[src/rtl/regfile_pkg.sv]
// Shared constants and types for the regfile_sb register bank.
// Optional feature macro: REGFILE_BYPASS_EN (same-cycle write-to-read forwarding).
package regfile_pkg;

    localparam int DATA_W_DEF   = 32;
    localparam int DEPTH_DEF    = 32;
    localparam bit ZERO_REG_DEF = 1'b1;

    typedef logic [$clog2(DEPTH_DEF)-1:0] regAddrT;

`ifdef REGFILE_BYPASS_EN
    localparam bit BYPASS_EN = 1'b1;
`else
    localparam bit BYPASS_EN = 1'b0;
`endif

endpackage

[src/rtl/rf_scoreboard.sv]
// Per-register pending bits for multi-cycle producers, reservation stall and pending count.
// Forwarding of the write's pend clear to busyN follows REGFILE_BYPASS_EN via regfile_pkg.
module rf_scoreboard
    import regfile_pkg::*;
#(
    parameter int DEPTH    = DEPTH_DEF,
    parameter int ADDR_W   = $clog2(DEPTH),
    parameter bit ZERO_REG = ZERO_REG_DEF
) (
    input  logic              clk,
    input  logic              reset,
    input  logic              wr_en,
    input  logic [ADDR_W-1:0] wr_addr,
    input  logic              rsv_en,
    input  logic [ADDR_W-1:0] rsv_addr,
    input  logic [ADDR_W-1:0] rd_addr1,
    input  logic [ADDR_W-1:0] rd_addr2,
    output logic              busy1,
    output logic              busy2,
    output logic              rsv_stall,
    output logic [ADDR_W:0]   pend_count
);

    localparam logic [ADDR_W:0] MAX_COUNT = (ADDR_W + 1)'(DEPTH);

    logic [DEPTH-1:0] pend;
    logic [ADDR_W:0]  pendCount;
    logic             wrLive;
    logic             rsvLive;
    logic             rsvAccept;
    logic             cntInc;
    logic             cntDec;

    function automatic logic isZero(input logic [ADDR_W-1:0] a);
        return ZERO_REG && (a == '0);
    endfunction

    // Handshake: rsv_en is a request held by the issuer; the reservation is taken
    // on the edge where rsv_stall is 0, otherwise the issuer keeps rsv_en/rsv_addr stable and retries.
    always_comb begin
        wrLive    = wr_en && !isZero(wr_addr);
        rsvLive   = rsv_en && !isZero(rsv_addr);
        rsv_stall = rsvLive && pend[rsv_addr] && !(wr_en && (wr_addr == rsv_addr));
        rsvAccept = rsvLive && !rsv_stall;
        cntInc    = rsvAccept && !pend[rsv_addr];
        // A write that clears a bit the same-edge reservation re-sets is net zero.
        cntDec    = wrLive && pend[wr_addr] && !(rsvAccept && (wr_addr == rsv_addr));
    end

    always_ff @(posedge clk) begin
        if (!reset) begin
            pend      <= '0;
            pendCount <= '0;
        end else begin
            if (wrLive)
                pend[wr_addr] <= 1'b0;
            if (rsvAccept)
                pend[rsv_addr] <= 1'b1;
            if (cntInc && !cntDec && (pendCount != MAX_COUNT))
                pendCount <= pendCount + 1'b1;
            else if (cntDec && !cntInc && (pendCount != '0))
                pendCount <= pendCount - 1'b1;
        end
    end

    always_comb begin
        busy1 = pend[rd_addr1] && !isZero(rd_addr1);
        busy2 = pend[rd_addr2] && !isZero(rd_addr2);
        if (BYPASS_EN && wrLive && (wr_addr == rd_addr1))
            busy1 = 1'b0;
        if (BYPASS_EN && wrLive && (wr_addr == rd_addr2))
            busy2 = 1'b0;
    end

    assign pend_count = pendCount;

endmodule

[src/rtl/regfile_sb.sv]
// Parametrised register bank: two combinational read ports, one write port, RAW scoreboard.
// Define REGFILE_BYPASS_EN to forward same-cycle write data to the read ports.
module regfile_sb
    import regfile_pkg::*;
#(
    parameter int DATA_W   = DATA_W_DEF,
    parameter int DEPTH    = DEPTH_DEF,
    parameter int ADDR_W   = $clog2(DEPTH),
    parameter bit ZERO_REG = ZERO_REG_DEF
) (
    input  logic              clk,
    input  logic              reset,
    input  logic [ADDR_W-1:0] rd_addr1,
    output logic [DATA_W-1:0] rd_data1,
    output logic              busy1,
    input  logic [ADDR_W-1:0] rd_addr2,
    output logic [DATA_W-1:0] rd_data2,
    output logic              busy2,
    input  logic              wr_en,
    input  logic [ADDR_W-1:0] wr_addr,
    input  logic [DATA_W-1:0] wr_data,
    input  logic              rsv_en,
    input  logic [ADDR_W-1:0] rsv_addr,
    output logic              rsv_stall,
    output logic [ADDR_W:0]   pend_count
);

    logic [DATA_W-1:0] mem [DEPTH];
    logic              wrLive;

    function automatic logic isZero(input logic [ADDR_W-1:0] a);
        return ZERO_REG && (a == '0);
    endfunction

    assign wrLive = wr_en && !isZero(wr_addr);

    always_ff @(posedge clk) begin
        if (!reset) begin
            for (int i = 0; i < DEPTH; i++)
                mem[i] <= '0;
        end else if (wrLive) begin
            mem[wr_addr] <= wr_data;
        end
    end

    // Register 0 is forced to zero at the mux too, so it never depends on storage contents.
    always_comb begin
        rd_data1 = mem[rd_addr1];
        rd_data2 = mem[rd_addr2];
        if (isZero(rd_addr1))
            rd_data1 = '0;
        else if (BYPASS_EN && wrLive && (wr_addr == rd_addr1))
            rd_data1 = wr_data;
        if (isZero(rd_addr2))
            rd_data2 = '0;
        else if (BYPASS_EN && wrLive && (wr_addr == rd_addr2))
            rd_data2 = wr_data;
    end

    rf_scoreboard #(
        .DEPTH    (DEPTH),
        .ADDR_W   (ADDR_W),
        .ZERO_REG (ZERO_REG)
    ) u_scoreboard (
        .clk        (clk),
        .reset      (reset),
        .wr_en      (wr_en),
        .wr_addr    (wr_addr),
        .rsv_en     (rsv_en),
        .rsv_addr   (rsv_addr),
        .rd_addr1   (rd_addr1),
        .rd_addr2   (rd_addr2),
        .busy1      (busy1),
        .busy2      (busy2),
        .rsv_stall  (rsv_stall),
        .pend_count (pend_count)
    );

endmodule

[config.mk]
export PLATFORM = sky130hd
export DESIGN_NAME = regfile_sb
export DESIGN_NICKNAME = d
export VERILOG_FILES = /design/src/rtl/regfile_pkg.sv /design/src/rtl/rf_scoreboard.sv /design/src/rtl/regfile_sb.sv
export SDC_FILE = /design/constraint.sdc
export NUM_CORES = 2
export LEC_CHECK = 0
export CORE_UTILIZATION = 55
export DETAILED_ROUTE_END_ITERATION = 8
export PLACE_DENSITY = 0.76
export SLEW_MARGIN = 20
export SYNTH_ARGS = -nofsm -noshare
export SYNTH_HDL_FRONTEND = slang
export SYNTH_SLANG_ARGS = --single-unit
[constraint.sdc]
create_clock -name clk -period 12.3 [get_ports clk]
set_input_delay 2.46 -clock clk [delete_from_list [all_inputs] [get_ports clk]]
set_output_delay 2.46 -clock clk [all_outputs]
set_load 0.03 [all_outputs]
==> flow_metrics.tcl <==
set metrics [dict create \
    avgSynthCellArea_um2 16.2 \
    grt_pass1_vias 35300 \
    worstHoldPathCells 2 \
    vias 35000 \
    dpl.hpwl_um 99500 \
    via_per_inst 7.04 \
    ys.flop_type "edfxtp_1" \
    worstSetupPathType "primary input to primary output" \
    dieArea_mm2 0.105 \
    final_util_pct 61.9 \
    drive_gt1_share_pct 27.6 \
    syn_inst 3520 \
    initialDrtViolationCount 5308 \
    wl_met2_um 84000 \
    skew_ps 18.7 \
    wire_per_inst_um 36.2 \
    seq_area_frac_synth_pct 55.4 \
    grt_start_max_net_pins 111 \
    synth_top_cell_area_share_pct 54.0 \
    arrival_ps 6320 \
    maxCapViolations 0 \
    min_path_type "flip-flop to flip-flop" \
    htreeDepth 3 \
    crit_path_start_kind "primary input" \
    postCtsResizedCells 0 \
    p_total_mw 8.80 \
    max_freq_mhz 114 \
    endpoint_kind "primary output" \
    antenna_found_initial 8 \
    clk_pin_slew_ps 60 \
    nets 3567 \
    tritoncts "built" \
    firstDrtPassIters 5 \
    finalWorstSetupSlack_ps 3520 \
    area_growth_pct 11.2 \
    cp.required_ps 9840 \
    cts_hold_buf 0 \
    wl_met1_um 61200 \
    top_layer_used "met5" \
    r2r_cells 14 \
    insertion_delay_ps 720 \
    cts_buffer_depth 3 \
    synth-edff-count 1024 \
    rows 117 \
    cts-root-buf "clkbuf_16" \
    ir_worst_vdd_v 0.000127 \
    async_reset_ff_share_pct 0 \
    chipWidth_um 324 \
    cts_buffers 112 \
    hold_violations 0 \
    place.port_buffers 128 \
    grt_pass1_wl_um 255000 \
    ios 129 \
    path_max_fanout 107 \
    drc 0 \
    synth_area_leaders "edfxtp_1 54%, mux4_2 26%, and2_1 11%" \
    period_needed_ps 8780 \
    synth_seq_cells 1062 \
    netlist_area_mm2 0.0569 \
    setup_viol 0 \
    relSlewSlack_pct 21.1 \
    period_share_pct 71.3 \
    slew_viol_final 0 \
    pwr_density_cell_mw_per_mm2 139 \
    tns_ps 0 \
    synthTopCellsByCount "1,024 x edfxtp_1, 994 x and2_1, 660 x mux4_2" \
    grt_setup_unrepaired "false" \
    grt_util_all_layers_pct 35.1 \
    synthDistinctLibCells 51 \
    yosysWarnings 0 \
    drt_wl_total_um 180000 \
    status "complete, no violations" \
    cts.sinks 1062 \
    place_ws_ps 3510 \
    start_util_pct 55.7 \
    total_leakage_power_nw 21.3 \
    overflow 0 \
    final_antenna_net_count 0 \
    fp.coreArea_mm2 0.102 \
    yosysMostFrequentCell "edfxtp_1" \
    post_cts_buffers 0 \
    worst_pin_slew_ps 1180 \
    yosys.area.top_type "edfxtp_1" \
    place_congestion 0.876 \
    fp.dieH_um 324 \
    dr_wl_met3_um 22700 \
]
cell families after synthesis:
kind of cell | share of synthesized area (%)
other | 0.00659
multiplexers | 28.0
buffers and inverters | 2.95
flip-flops | 55.4
AO/OA/AOI/OAI | 1.08
adder cells (fa/ha/maj) | 0.123
XOR/XNOR | 0.108
AND/OR/NAND/NOR | 12.4
area by class of cell:
| class | instances | area [um2] |
|---|---|---|
| fillers | 7304 | 38900 |
| flip-flops and latches | 1062 | 31500 |
| multi-input cells | 2076 | 24400 |
| repair buffers | 215 | 2000 |
| clock inverters | 57 | 528 |
| inverters | 39 | 146 |
| diodes | 7 | 17.5 |
| clock buffers | 143 | 2960 |
| well taps | 1368 | 1710 |
layout by cell type (no fill, tap or decap), drive strengths merged, types with 6 or more instances in the layout:
master,instances
inv,43
nor3,10
clkdlybuf4s50,115
nand3,9
conb,32
clkinv,42
buf,100
dfxtp,38
edfxtp,1024
mux4,660
clkbuf,143
nor2,104
nand3b,8
bufinv,6
nand2,18
o21ai,35
o22ai,43
diode,7
and2,994
mux2i,103
state kept, by name, summed over array words and instances, names as in the netlist:
signal	cells
mem	1024
u_scoreboard.pend_count	6
u_scoreboard.pend	32
path summary, 6_finish.rpt:
check	startpoint	to	slack (ps)
min reg2reg	u_scoreboard.pend_count[3]$_SDFFE_PN0P_	u_scoreboard.pend_count[3]$_SDFFE_PN0P_	510
min	u_scoreboard.pend_count[3]$_SDFFE_PN0P_	u_scoreboard.pend_count[3]$_SDFFE_PN0P_	510
max reg2reg	u_scoreboard.pend[31]$_SDFF_PN0_	u_scoreboard.pend_count[5]$_SDFFE_PN0P_	8450
max	rd_addr1[1]	rd_data1[12]	3520
per-stage QoR:
| step | instances | instance area (um2) | hold slack, ps |
|---|---|---|---|
| after floorplan | 3551 | 57000 | 481 |
| after global placement | 4760 | 59800 | 494 |
| after detailed placement | 4760 | 59800 | 504 |
| after CTS | 4960 | 63300 | 512 |
| after global routing | 4961 | 63300 | 531 |
| final | 4967 | 63300 | 514 |
metal layers:
metal	global-route usage, %	vias to the layer above
met5	0	-
met1	46.0	18000
met4	20.3	2
met2	54.7	2761
met3	7.77	634
li1	-	13600
report_power, final:
group | internal [mW] | switching (mW) | total, mW
combinational | 0.547 | 0.684 | 1.23
clock | 1.83 | 1.47 | 3.30
sequential | 4.17 | 0.102 | 4.27
total | 6.54 | 2.26 | 8.80
critical path: stages:
cell and delay (ps):
buf_8 680, buf_4 990, mux4_2 430, mux4_2 500, mux2i_1 440, nor2_1 110, clkdlybuf4s50_1 620
Power figures use the tool's default switching activity.
